### src/rtl/cpu_sequencer.sv
// -----------------------------------------------------------------------------
// cpu_sequencer
//
// Control FSM for a small multi-cycle CPU datapath. It sits idle in WAIT until
// a start request arrives. It then decodes the instruction fields and steps
// through the datapath strobes for one instruction: move immediate, move
// register, the ALU ops (ADD, CMP, AND, MVN), load, store and halt. After the
// instruction it returns to WAIT.
//
// Parameters
//   MEM_LAT  extra memory read wait cycles (0..15)
//   CNT_W    wait-counter width, must satisfy 2**CNT_W > MEM_LAT
//
// Ports
//   clk        rising-edge clock
//   reset      asynchronous, active-high reset (forces WAIT)
//   s          start request, sampled only in WAIT
//   opcode     instruction opcode field, held stable for the whole instruction
//   op         instruction op / ALU field
//   w          idle indicator, high only in WAIT
//   nsel       register-field select, one-hot: 100=Rn 010=Rd 001=Rm
//   vsel       writeback source, one-hot: 1000=mdata 0100=sximm8 0010=PC 0001=C
//   write      register file write enable
//   loada      load A register
//   loadb      load B register
//   asel       A-side mux select (1 = zero operand)
//   bsel       B-side mux select (1 = sximm5)
//   loadc      load C register
//   loads      load status flags
//   load_addr  load data address register
//   mem_cmd    memory command: 00=none 01=read 10=write
//   err        one-cycle pulse while decoding an illegal instruction
//   halted     high while in HALT
// -----------------------------------------------------------------------------
module cpu_sequencer #(
  parameter int MEM_LAT = 1,
  parameter int CNT_W   = 4
) (
  input  logic       clk,
  input  logic       reset,
  input  logic       s,
  input  logic [2:0] opcode,
  input  logic [1:0] op,
  output logic       w,
  output logic [2:0] nsel,
  output logic [3:0] vsel,
  output logic       write,
  output logic       loada,
  output logic       loadb,
  output logic       asel,
  output logic       bsel,
  output logic       loadc,
  output logic       loads,
  output logic       load_addr,
  output logic [1:0] mem_cmd,
  output logic       err,
  output logic       halted
);

  typedef enum logic [4:0] {
    S_WAIT    = 5'd0,
    S_DECODE  = 5'd1,
    S_MOVIM   = 5'd2,
    S_MOVR_B  = 5'd3,
    S_MOVR_C  = 5'd4,
    S_GETA    = 5'd5,
    S_GETB    = 5'd6,
    S_ALU     = 5'd7,
    S_WRC     = 5'd8,
    S_LD_A    = 5'd9,
    S_LD_ADD  = 5'd10,
    S_LD_ADDR = 5'd11,
    S_MEMRD   = 5'd12,
    S_WRM     = 5'd13,
    S_ST_B    = 5'd14,
    S_ST_C    = 5'd15,
    S_MEMWR   = 5'd16,
    S_HALT    = 5'd17
  } state_t;

  localparam logic [2:0] NSEL_RN = 3'b100;
  localparam logic [2:0] NSEL_RD = 3'b010;
  localparam logic [2:0] NSEL_RM = 3'b001;

  localparam logic [3:0] VSEL_MDATA  = 4'b1000;
  localparam logic [3:0] VSEL_SXIMM8 = 4'b0100;
  localparam logic [3:0] VSEL_C      = 4'b0001;

  localparam logic [1:0] MEM_NONE  = 2'b00;
  localparam logic [1:0] MEM_READ  = 2'b01;
  localparam logic [1:0] MEM_WRITE = 2'b10;

  localparam logic [2:0] OPC_LDR  = 3'b011;
  localparam logic [2:0] OPC_STR  = 3'b100;
  localparam logic [2:0] OPC_ALU  = 3'b101;
  localparam logic [2:0] OPC_MOV  = 3'b110;
  localparam logic [2:0] OPC_HALT = 3'b111;

  localparam logic [1:0] OP_CMP = 2'b01;
  localparam logic [1:0] OP_MVN = 2'b11;

  localparam logic [CNT_W-1:0] LAT_LOAD = CNT_W'(MEM_LAT);

  state_t           state;
  state_t           state_n;
  logic [CNT_W-1:0] cnt;

  // The current state and the read wait counter both live in this register.
  // NOTE: sequential state is updated with non-blocking assignments, so every
  // flop samples values from before the edge no matter how the code is ordered.
  always_ff @(posedge clk or posedge reset) begin
    if (reset) begin
      state <= S_WAIT;
      cnt   <= '0;
    end else begin
      state <= state_n;
      if (state != S_MEMRD && state_n == S_MEMRD) begin
        cnt <= LAT_LOAD;
      end else if (state == S_MEMRD && cnt != '0) begin
        // Saturate at zero so MEM_LAT=0 never wraps the counter.
        cnt <= cnt - 1'b1;
      end
    end
  end

  // Next-state logic and outputs. Outputs depend on the state only. The one
  // exception is err, which flags an illegal opcode/op while in DECODE.
  // NOTE: every output and state_n gets a default before the case statement.
  // Without these defaults, any path that does not assign a signal would
  // infer a latch.
  always_comb begin
    state_n   = state;
    w         = 1'b0;
    nsel      = 3'b000;
    vsel      = 4'b0000;
    write     = 1'b0;
    loada     = 1'b0;
    loadb     = 1'b0;
    asel      = 1'b0;
    bsel      = 1'b0;
    loadc     = 1'b0;
    loads     = 1'b0;
    load_addr = 1'b0;
    mem_cmd   = MEM_NONE;
    err       = 1'b0;
    halted    = 1'b0;

    unique case (state)
      S_WAIT: begin
        w = 1'b1;
        if (s) state_n = S_DECODE;
      end

      S_DECODE: begin
        unique case (opcode)
          OPC_MOV: begin
            if (op == 2'b10) begin
              state_n = S_MOVIM;
            end else if (op == 2'b00) begin
              state_n = S_MOVR_B;
            end else begin
              state_n = S_WAIT;
              err     = 1'b1;
            end
          end
          OPC_ALU: state_n = (op == OP_MVN) ? S_GETB : S_GETA;
          OPC_LDR, OPC_STR: begin
            if (op == 2'b00) begin
              state_n = S_LD_A;
            end else begin
              state_n = S_WAIT;
              err     = 1'b1;
            end
          end
          OPC_HALT: state_n = S_HALT;
          default: begin
            state_n = S_WAIT;
            err     = 1'b1;
          end
        endcase
      end

      S_MOVIM: begin
        nsel    = NSEL_RN;
        vsel    = VSEL_SXIMM8;
        write   = 1'b1;
        state_n = S_WAIT;
      end

      // Register move: route Rm through B with a zero A operand, then write C.
      S_MOVR_B: begin
        nsel    = NSEL_RM;
        loadb   = 1'b1;
        state_n = S_MOVR_C;
      end

      S_MOVR_C: begin
        asel    = 1'b1;
        loadc   = 1'b1;
        state_n = S_WRC;
      end

      S_GETA: begin
        nsel    = NSEL_RN;
        loada   = 1'b1;
        state_n = S_GETB;
      end

      S_GETB: begin
        nsel    = NSEL_RM;
        loadb   = 1'b1;
        state_n = S_ALU;
      end

      // MVN skips GETA, so A is forced to zero here. CMP only updates the
      // status flags and never writes a result back.
      S_ALU: begin
        asel = (op == OP_MVN);
        if (op == OP_CMP) begin
          loads   = 1'b1;
          state_n = S_WAIT;
        end else begin
          loadc   = 1'b1;
          state_n = S_WRC;
        end
      end

      S_WRC: begin
        nsel    = NSEL_RD;
        vsel    = VSEL_C;
        write   = 1'b1;
        state_n = S_WAIT;
      end

      // Load and store both compute the address Rn + sximm5 and latch it.
      S_LD_A: begin
        nsel    = NSEL_RN;
        loada   = 1'b1;
        state_n = S_LD_ADD;
      end

      S_LD_ADD: begin
        bsel    = 1'b1;
        loadc   = 1'b1;
        state_n = S_LD_ADDR;
      end

      S_LD_ADDR: begin
        load_addr = 1'b1;
        state_n   = (opcode == OPC_LDR) ? S_MEMRD : S_ST_B;
      end

      S_MEMRD: begin
        mem_cmd = MEM_READ;
        if (cnt == '0) state_n = S_WRM;
      end

      // The read command stays asserted so mdata stays valid during the write.
      S_WRM: begin
        mem_cmd = MEM_READ;
        nsel    = NSEL_RD;
        vsel    = VSEL_MDATA;
        write   = 1'b1;
        state_n = S_WAIT;
      end

      // Store: pass Rd through the ALU unchanged to form the write data.
      S_ST_B: begin
        nsel    = NSEL_RD;
        loadb   = 1'b1;
        state_n = S_ST_C;
      end

      S_ST_C: begin
        asel    = 1'b1;
        loadc   = 1'b1;
        state_n = S_MEMWR;
      end

      S_MEMWR: begin
        mem_cmd = MEM_WRITE;
        state_n = S_WAIT;
      end

      S_HALT: begin
        halted  = 1'b1;
        state_n = S_HALT;
      end

      default: state_n = S_WAIT;
    endcase
  end

endmodule

### config.mk
export PLATFORM = sky130hd
export DESIGN_NAME = cpu_sequencer
export DESIGN_NICKNAME = d
export VERILOG_FILES = /design/src/rtl/cpu_sequencer.sv
export SDC_FILE = /design/constraint.sdc
export NUM_CORES = 1
export LEC_CHECK = 0
export ABC_AREA = 1
export ABC_CLOCK_PERIOD_IN_PS = 2100
export BUFFER_PORTS_ARGS = -buffer_cell sky130_fd_sc_hd__buf_2
export CAP_MARGIN = 20
export CORE_ASPECT_RATIO = 1.2
export CORE_MARGIN = 2
export CORE_UTILIZATION = 50
export DETAILED_ROUTE_END_ITERATION = 8
export PLACE_DENSITY = 0.79
export SLEW_MARGIN = 10
export SYNTH_ARGS = -nofsm -noshare
export SYNTH_HDL_FRONTEND = slang
export SYNTH_SLANG_ARGS = --single-unit
### constraint.sdc
create_clock -name clk -period 2.1 [get_ports clk]
set_clock_uncertainty 0.15 [all_clocks]
set_input_delay 0.42 -clock clk [delete_from_list [all_inputs] [get_ports clk]]
set_output_delay 0.42 -clock clk [all_outputs]
set_load 0.01 [all_outputs]
==> summary.txt, run 1 <==
Outcome
  • Status: completed

Floorplanning
  • Die height: 50.8 µm
  • Core outline area: 0.00168 mm²
  • Row Count: 16
  • Initial Utilization: 54.2%
  • I/O Pins: 28
  • Die extent in x: 43.0 µm
  • Die area: 0.00218 mm²

Power and ir drop
  • Sw power: 600 µW
  • Clock share of power: 11.4%
  • Worst vdd rail ir drop: 0.549 mV
  • Comb pwr share: 60.3%
  • Total Power: 1.14 mW
  • Sequential share of power: 28.3%
  • Lkg Pwr: 0.670 nW
  • Net Sw Frac: 52.8%
  • Cell-internal power: 537 µW
  • Power per cell area: 1020 mW/mm²

Critical path
  • WP data required: 1530 ps
  • Element type at the critical path end: output pin
  • Reg2reg setup slack: 300 ps
  • R2r endpoint: cnt[0]$_DFFE_PP0P_
  • Startpoint Class: register
  • WP data arrival: 1460 ps
  • Critical R2R Launch: cnt[0]$_DFFE_PP0P_
  • Crit path launch: state[0]$_DFF_PP0_
  • CP Capture Point: asel
  • FF-to-FF path depth: 10
  • Crit-path max FO: 5
  • Critical path class: register to output pin

Yosys
  • Flops & latches, synth: 9
  • Largest area contributor in the netlist: dfrtp_1
  • Mean Syn Cell Area: 5.91 µm²
  • Post-synthesis net count: 163
  • YS warnings: 0
  • Seq/Total Area, Yosys: 24.7%
  • Synth unique cells: 24
  • Mapped Area: 911 µm²
  • Top cells by area, synth: dfrtp_1, nand2_1, inv_1, nor2_1, nand3_1
  • Area share of the largest cell type after synthesis: 24.7%
  • Cells after synthesis: 154

Cells and area
  • Area Overhead vs Synth: 22.1%
  • Commonest non-fill, non-tap cell in the layout: nand2_1
  • Fillers: 161
  • Share of cells above drive strength 1: 28.8%
  • Nets: 194
  • Ant. Diodes: 0
  • Most frequent cells in the layout: nand2_1, buf_2, inv_1, nor2_1, nand3_1

Timing
  • Final Hold Viols: 0
  • Min cycle time layout: 2030 ps
  • Achievable Freq: 0.493 GHz
  • Final setup vio count: 0
  • Hold slack: 314 ps
  • Final worst-path cycle share: 96.6%
  • RSZ-0062 raised after global routing: no
  • Setup_tns: 0 ps
  • Fin. max-slew vios: 0

Clock tree
  • Number of H-tree levels: 1
  • CTS tree: built
  • Clock Path Buffers: 2
  • Clk slew on worst S/H paths: 60 ps
  • CTS buffer count: 3
  • Worst-Skew Late Latency: 250 ps
  • Clock sink count: 9
  • CTS root buffer: clkbuf_4

Detailed routing
  • Drt wl/cell: 11.6 µm
  • Vias per cell: 5.36
  • Post-DRT Antenna Nets: 0
  • Drt total wl: 2340 µm
  • DR iter-0 viols: 32
  • # DRC: 0
  • Via count: 1082
  • DR pass1 iterations: 4

Job
  • Max-Cap Viols: 0

Min path
  • Hold crit path type: input pin to register

GRT
  • Initial antenna violation count: 0
  • Overall Global Routing Usage: 23.6%
  • GR Overflow Total: 0
  • Vias in the first global route: 1004
  • Largest net degree at the start of global routing: 10
  • Global-route wire length before repair: 4010 µm

Place
  • Port Buf Inserts: 26
  • HPWL Detailed: 1980 µm
  • Placer congestion estimate: 0.934
## Yosys cell counts
master	instances
nor2_1	25
xor2_1	3
o31ai_1	1
o21ai_1	1
nor3b_1	1
dfrtp_1	9
nand4_1	3
nor2_2	5
nand2_2	3
ha_1	1
o21ai_0	4
nand3_1	18
nand2_1	34
nor2_4	3
a31oi_1	1
conb_1	1
o21bai_1	1
a21oi_1	5
buf_4	1
nand3_2	1
inv_1	26
nor3_1	1
nand3b_1	2
inv_2	4
## worst min path at each step
stage               slack (ps)            endpoint      start  cells after the start
floorplan                  100  cnt[0]$_DFFE_PP0P_      reset                      1
detailed placement         240  cnt[0]$_DFFE_PP0P_      reset                      2
global route               330  state[4]$_DFF_PP0_  opcode[1]                      3
finish                     310  state[4]$_DFF_PP0_  opcode[1]                      3
global placement           230  cnt[0]$_DFFE_PP0P_      reset                      2
CTS                        320  state[4]$_DFF_PP0_  opcode[1]                      3
## flip-flops by register name, summed over array words and instances (netlist names)
signal / count
state: 5
cnt: 4
## worst max-delay path: stages, from the launching register on
cell	delay, ps
dfrtp_1	410
inv_2	90
nand2_2	150
inv_2	60
a21oi_1	210
o21ai_0	120
buf_2	150
## power groups by stage
stage,combinational [mW],sequential [mW],clock (mW)
after floorplan,0.469,0.296,0
after global placement,0.648,0.308,0
after detailed placement,0.660,0.310,0
after CTS,0.664,0.308,0.130
after global routing,0.763,0.331,0.145
final,0.685,0.321,0.130
## routing by layer
layer | GRT usage, % | vias up | wire (µm)
li1 | - | 539 | -
met1 | 23.9 | 496 | 943
met2 | 46.2 | 36 | 1210
met3 | 3.60 | 11 | 109
met4 | 10.1 | 0 | 80
met5 | 0 | - | 0
## timing repair
| item | 4_1_cts | 5_1_grt |
|---|---|---|
| hold buffers | 1 | 0 |
| endpoints found under the setup margin | 0 | 7 |
| endpoints found under the hold margin | 9 | 0 |
| setup buffers | 0 | 0 |
| resized for setup | 0 | 10 |
## area by class of cell
type                       count  area, µm²  area share (%)
clock buffer                   4       26.3            2.36
tap                           18       22.5            2.02
timing repair buffer          27        140            12.6
inverter                      30        115            10.3
multi-input combinational    114        578            52.0
sequential                     9        230            20.7
## metrics by stage
| step | std cells | setup WS [ps] | cell area, µm² | util, % |
|---|---|---|---|---|
| 2_1_floorplan | 154 | 403 | 911 | - |
| 3_3_place_gp | 197 | 307 | 1060 | 62.8 |
| 3_5_place_dp | 197 | 302 | 1060 | 62.8 |
| 4_1_cts | 202 | 45.1 | 1090 | 65.0 |
| 5_1_grt | 202 | 10.3 | 1110 | 66.1 |
| 6_report | 202 | 70.6 | 1110 | 66.1 |
## cell families (layout without fill, tap and decap cells)
family          count (synthesis)  in the layout  share of synthesized area [%]
simple gates                   96             96                           49.6
buf+inv                        31             61                           13.2
compound gates                 13             13                           7.83
flops                           9              9                           24.7
xor+xnor                        3              3                           2.89
fa+ha+maj                       1              1                           1.37
other cells                     1              1                          0.412
(Power assumes the default switching activity.)
==> run 2, diff against run 1 <==
Settings changed: CORE_UTILIZATION 50 to 40, PLACE_DENSITY 0.79 to 0.66.
==> summary.txt, run 2 (synthesis results as in run 1) <==
Timing
  • Setup_tns: 0 ps (unchanged)
  • Final Hold Viols: 0 (unchanged)
  • Hold slack: 322 ps (was 314 ps)
  • Achievable Freq: 0.498 GHz (was 0.493 GHz)
  • Final setup vio count: 0 (unchanged)
  • Fin. max-slew vios: 0 (unchanged)
  • Min cycle time layout: 2010 ps (was 2030 ps)
  • Final worst-path cycle share: 95.6% (was 96.6%)

Critical path
  • R2r endpoint: cnt[0]$_DFFE_PP0P_ (unchanged)
  • Reg2reg setup slack: 290 ps (was 300 ps)
  • Critical path class: register to output pin (unchanged)
  • Element type at the critical path end: output pin (unchanged)
  • WP data arrival: 1440 ps (was 1460 ps)
  • Critical R2R Launch: cnt[0]$_DFFE_PP0P_ (unchanged)
  • FF-to-FF path depth: 10 (unchanged)
  • Startpoint Class: register (unchanged)
  • WP data required: 1530 ps (about the same)
  • Crit-path max FO: 6 (was 5)

Clock tree
  • CTS tree: built (unchanged)
  • Clock sink count: 9 (unchanged)
  • CTS root buffer: clkbuf_4 (unchanged)
  • Clock Path Buffers: 2 (unchanged)
  • Clk slew on worst S/H paths: 60 ps (about the same)
  • CTS buffer count: 3 (unchanged)
  • Worst-Skew Late Latency: 260 ps (was 250 ps)
  • Number of H-tree levels: 1 (unchanged)

Floorplanning
  • Die height: 56.3 µm (was 50.8 µm)
  • Core outline area: 0.00212 mm² (was 0.00168 mm²)
  • Row Count: 18 (was 16)
  • Die extent in x: 47.6 µm (was 43.0 µm)
  • Initial Utilization: 43.0% (was 54.2%)
  • I/O Pins: 28 (unchanged)
  • Die area: 0.00268 mm² (was 0.00218 mm²)

Min path
  • Hold_sp: opcode[1] (unchanged)
  • Hold Crit Depth: 3 (unchanged)
  • Hold crit path type: input pin to register (unchanged)
  • Hold Path Sink: state[4]$_DFF_PP0_ (unchanged)

GRT
  • Top Usage Layer GRT: met2 (unchanged)
  • Routing usage on met3: 1.93% (was 3.60%)
  • Grt met1 use: 23.0% (was 23.9%)
  • Largest net degree at the start of global routing: 10 (unchanged)
  • Met2 Usage GRT: 31.1% (was 46.2%)
  • Vias in the first global route: 984 (was 1004)
  • Global-route wire length before repair: 3840 µm (was 4010 µm)
  • GR Overflow Total: 0 (unchanged)
  • Initial antenna violation count: 0 (unchanged)
  • Overall Global Routing Usage: 19.1% (was 23.6%)

Detailed routing
  • Via count: 1066 (was 1082)
  • DR iter-0 viols: 31 (was 32)
  • Drt wl/cell: 11.0 µm (was 11.6 µm)
  • Post-DRT Antenna Nets: 0 (unchanged)
  • # DRC: 0 (unchanged)
  • Drt total wl: 2370 µm (was 2340 µm)
  • DR pass1 iterations: 4 (unchanged)
  • Vias per cell: 4.96 (was 5.36)

Place
  • Dpl cell area: 0.00107 mm² (was 0.00106 mm²)
  • Placer congestion estimate: 0.981 (was 0.934)
  • HPWL Detailed: 1930 µm (was 1980 µm)
  • Port Buf Inserts: 26 (unchanged)
  • Cells after DPL: 209 (was 197)

Job
  • Max-Cap Viols: 0 (unchanged)

Power and ir drop
  • Power per cell area: 1020 mW/mm² (about the same)
  • Lkg Pwr: 0.677 nW (was 0.670 nW)
  • Worst vdd rail ir drop: 0.648 mV (was 0.549 mV)
  • Total Power: 1.16 mW (was 1.14 mW)

Cells and area
  • Commonest non-fill, non-tap cell in the layout: nand2_1 (unchanged)
  • Area Overhead vs Synth: 25.3% (was 22.1%)
  • Nets: 195 (was 194)
  • Ant. Diodes: 0 (unchanged)
  • Largest Register: state (unchanged)
  • Share of cells above drive strength 1: 30.3% (was 28.8%)
  • Largest regs: state x5, cnt x4 (unchanged)
  • Final Cell Area: 0.00114 mm² (was 0.00111 mm²)
  • Number of flip-flops in the largest register: 5 (unchanged)
  • Non-filler cells, final: 215 (was 202)
  • Most frequent cells in the layout: nand2_1, buf_2, inv_1, nor2_1, nand3_1 (unchanged)

Outcome
  • Status: completed (unchanged)
-- run 2: worst max-delay path, cell delays in order (launching register included) --
cell	delay, ps
dfrtp_2	460
buf_4	150
nand3_2	120
nor2_1	80
a21oi_2	130
o21ai_0	90
buf_2	140
-- run 2: where the power goes --
group / switching [mW] / internal [mW] / total (mW)
sequential: 0.0832 / 0.237 / 0.320
clock: 0.0618 / 0.0733 / 0.135
combinational: 0.462 / 0.242 / 0.705
-- run 2: worst max path at each step --
stage,start,end
floorplan,state[2]$_DFF_PP0_,nsel[1]
CTS,state[2]$_DFF_PP0_,write
global placement,opcode[2],err
global route,state[2]$_DFF_PP0_,write
detailed placement,opcode[2],err
finish,state[2]$_DFF_PP0_,asel
-- run 2: what timing repair did --
item	in CTS	in global routing
gates resized for setup	0	13
endpoints found under the hold margin	9	0
buffers inserted	0	1
hold buffers	1	0
endpoints found under the setup margin	0	9
-- run 2: metrics by stage --
step           setup WS, ps  utilization [%]
5_1_grt               -17.3             53.9
6_report               92.6             53.9
4_1_cts                35.8             52.3
2_1_floorplan           403                -
3_3_place_gp            310             50.6
3_5_place_dp            316             50.6
-- run 2: area by class of cell --
class	count	area, µm²
timing repair buffer	28	148
fill	246	976
tap	30	37.5
clock buffer	4	26.3
multi-input combinational	114	584
inverter	30	115
sequential	9	230
-- run 2: routing by layer --
| layer | part of all wire, % | wire length (µm) |
|---|---|---|
| met3 | 5.1 | 120 |
| met4 | 2.1 | 50 |
| met1 | 39 | 927 |
| met2 | 54 | 1270 |
| met5 | 0 | 0 |
==> run 3, diff against run 2 <==
==> constraint.sdc (replaced) <==
create_clock -name clk -period 2.1 [get_ports clk]
set_clock_uncertainty 0.15 [all_clocks]
set_input_delay 0.105 -clock clk [delete_from_list [all_inputs] [get_ports clk]]
set_output_delay 0.105 -clock clk [all_outputs]
set_load 0.01 [all_outputs]
==> summary.txt, run 3 (synthesis results as in run 1) <==
Cells and area
  • Number of flip-flops in the largest register: 5 (unchanged)
  • Largest regs: state x5, cnt x4 (unchanged)
  • Multi-input logic area: 566 µm² (was 584 µm²)
  • Largest Register: state (unchanged)
  • Sequential Area: 225 µm² (was 230 µm²)
  • Final Util: 52.3% (was 53.9%)
  • Most frequent cells in the layout: nand2_1, inv_1, buf_2, nor2_1, nand3_1 (was nand2_1, buf_2, inv_1, nor2_1, nand3_1)
  • Fillers: 247 (was 246)
  • Share of cells above drive strength 1: 24.5% (was 30.3%)
  • Commonest non-fill, non-tap cell in the layout: nand2_1 (unchanged)
  • Ant. Diodes: 0 (unchanged)
  • Area Overhead vs Synth: 21.6% (was 25.3%)
  • Nets: 194 (was 195)

GRT
  • Top Usage Layer GRT: met2 (unchanged)
  • Initial antenna violation count: 0 (unchanged)
  • Met2 Usage GRT: 32.0% (was 31.1%)
  • Routing usage on met3: 2.89% (was 1.93%)
  • Grt met1 use: 19.6% (was 23.0%)
  • Vias in the first global route: 929 (was 984)
  • Largest net degree at the start of global routing: 10 (unchanged)
  • Overall Global Routing Usage: 18.2% (was 19.1%)
  • GR Overflow Total: 0 (unchanged)
  • Global-route wire length before repair: 3630 µm (was 3840 µm)

Timing
  • Min cycle time layout: 1800 ps (was 2010 ps)
  • Fin. max-slew vios: 0 (unchanged)
  • RSZ-0062 raised after global routing: no
  • Final worst-path cycle share: 85.9% (was 95.6%)
  • Final setup vio count: 0 (unchanged)
  • Final Hold Viols: 0 (unchanged)
  • Setup_tns: 0 ps (unchanged)
  • Worst setup margin: 296 ps (was 92.6 ps)
  • Achievable Freq: 0.554 GHz (was 0.498 GHz)

Detailed routing
  • Drt total wl: 2280 µm (was 2370 µm)
  • Vias per cell: 4.89 (was 4.96)
  • DR pass1 iterations: 4 (unchanged)
  • Post-DRT Antenna Nets: 0 (unchanged)
  • Drt wl/cell: 10.7 µm (was 11.0 µm)
  • Via count: 1046 (was 1066)
  • DR iter-0 viols: 26 (was 31)
  • # DRC: 0 (unchanged)

Critical path
  • Crit-path max FO: 4 (was 6)
  • Element type at the critical path end: register (was output pin)
  • WP data arrival: 1830 ps (was 1440 ps)
  • Startpoint Class: register (unchanged)
  • Critical path class: register to register (was register to output pin)
  • WP data required: 2130 ps (was 1530 ps)

Power and ir drop
  • Worst vdd rail ir drop: 0.493 mV (was 0.648 mV)
  • Lkg Pwr: 0.675 nW (was 0.677 nW)
  • Power per cell area: 998 mW/mm² (was 1020 mW/mm²)

Clock tree
  • CTS root buffer: clkbuf_4 (unchanged)
  • Clk slew on worst S/H paths: 60 ps (about the same)
  • CTS tree: built (unchanged)
  • Clock Path Buffers: 2 (unchanged)
  • Clock sink count: 9 (unchanged)
  • Number of H-tree levels: 1 (unchanged)
  • Setup bufs post-CTS: 0 (unchanged)
  • CTS buffer count: 3 (unchanged)
  • Worst-Skew Late Latency: 260 ps (about the same)

Floorplanning
  • Core outline area: 0.00212 mm² (unchanged)
  • Die area: 0.00268 mm² (unchanged)
  • I/O Pins: 28 (unchanged)
  • Row Count: 18 (unchanged)
  • Die extent in x: 47.6 µm (unchanged)
  • Initial Utilization: 43.0% (unchanged)
  • Die height: 56.3 µm (unchanged)

Job
  • Max-Cap Viols: 0 (unchanged)

Place
  • Pre-CTS setup slack: 323 ps (was 316 ps)
  • Placer congestion estimate: 0.996 (was 0.981)
  • HPWL Detailed: 1960 µm (was 1930 µm)
  • Port Buf Inserts: 26 (unchanged)

Outcome
  • Status: completed (unchanged)

Min path
  • Hold crit path type: input pin to register (unchanged)
run 3: changes by cell type in the layout (fill, tap and decap cells not counted), sizes merged:
| cell | change |
|---|---|
| buf | -1 |
run 3: cell type report:
class	instances	area share (%)
Tap cell	30	3.39
Inverter	30	10.2
Timing Repair Buffer	27	12.7
Sequential cell	9	20.3
Clock buffer	4	2.37
Multi-Input combinational cell	114	51.1
run 3: critical path: stages, from the launching register on:
cell	delay (ps)
dfrtp_1	390
inv_1	80
ha_1	160
nor3b_1	420
nand2_1	120
nand3_1	90
nor2_1	50
nand2_1	80
nor2_2	60
a21oi_1	130
run 3: metrics by stage:
stage               power [mW]  cell area, µm²  hold WS, ps  cells
detailed placement       0.973            1070        -75.0    209
floorplan                0.765             911         -217    154
global placement         0.968            1070        -79.6    209
global route              1.21            1110         13.4    214
CTS                       1.11            1110         3.60    214
finish                    1.10            1110         4.68    214
run 3: layer usage:
metal  part of all wire (%)  vias up
met5                      0        -
met4                    2.7        0
met3                    3.9        9
met2                     52       28
met1                     41      469
li1                       -      540
run 3: repair_timing:
item / CTS / global route
endpoints found under the setup margin: 0 / 0
hold endpoints to repair: 9 / 0
hold buffers: 1 / 0
resized for setup: 0 / 0
run 3: power breakdown:
| group | total [mW] | switching [mW] | internal, mW | leakage, nW |
|---|---|---|---|---|
| Combinational | 0.664 | 0.445 | 0.219 | 0.553 |
| Sequential | 0.310 | 0.0778 | 0.232 | 0.107 |
| Clock | 0.131 | 0.0575 | 0.0730 | 0.0150 |
| Total | 1.10 | 0.580 | 0.524 | 0.675 |
run 3: worst paths after layout:
| check | cells past startpoint | slack, ps | end | start |
|---|---|---|---|---|
| max in group asynchronous | 3 | 1370 | state[1]$_DFF_PP0_ | reset |
| min in group asynchronous | 3 | 190 | cnt[0]$_DFFE_PP0P_ | reset |
| worst min register to register | 3 | 410 | cnt[0]$_DFFE_PP0P_ | cnt[0]$_DFFE_PP0P_ |
| worst max register to register | 9 | 300 | cnt[2]$_DFFE_PP0P_ | cnt[0]$_DFFE_PP0P_ |
| worst max-delay path | 9 | 300 | cnt[2]$_DFFE_PP0P_ | cnt[0]$_DFFE_PP0P_ |
| worst min-delay path | 3 | 5 | state[4]$_DFF_PP0_ | opcode[1] |
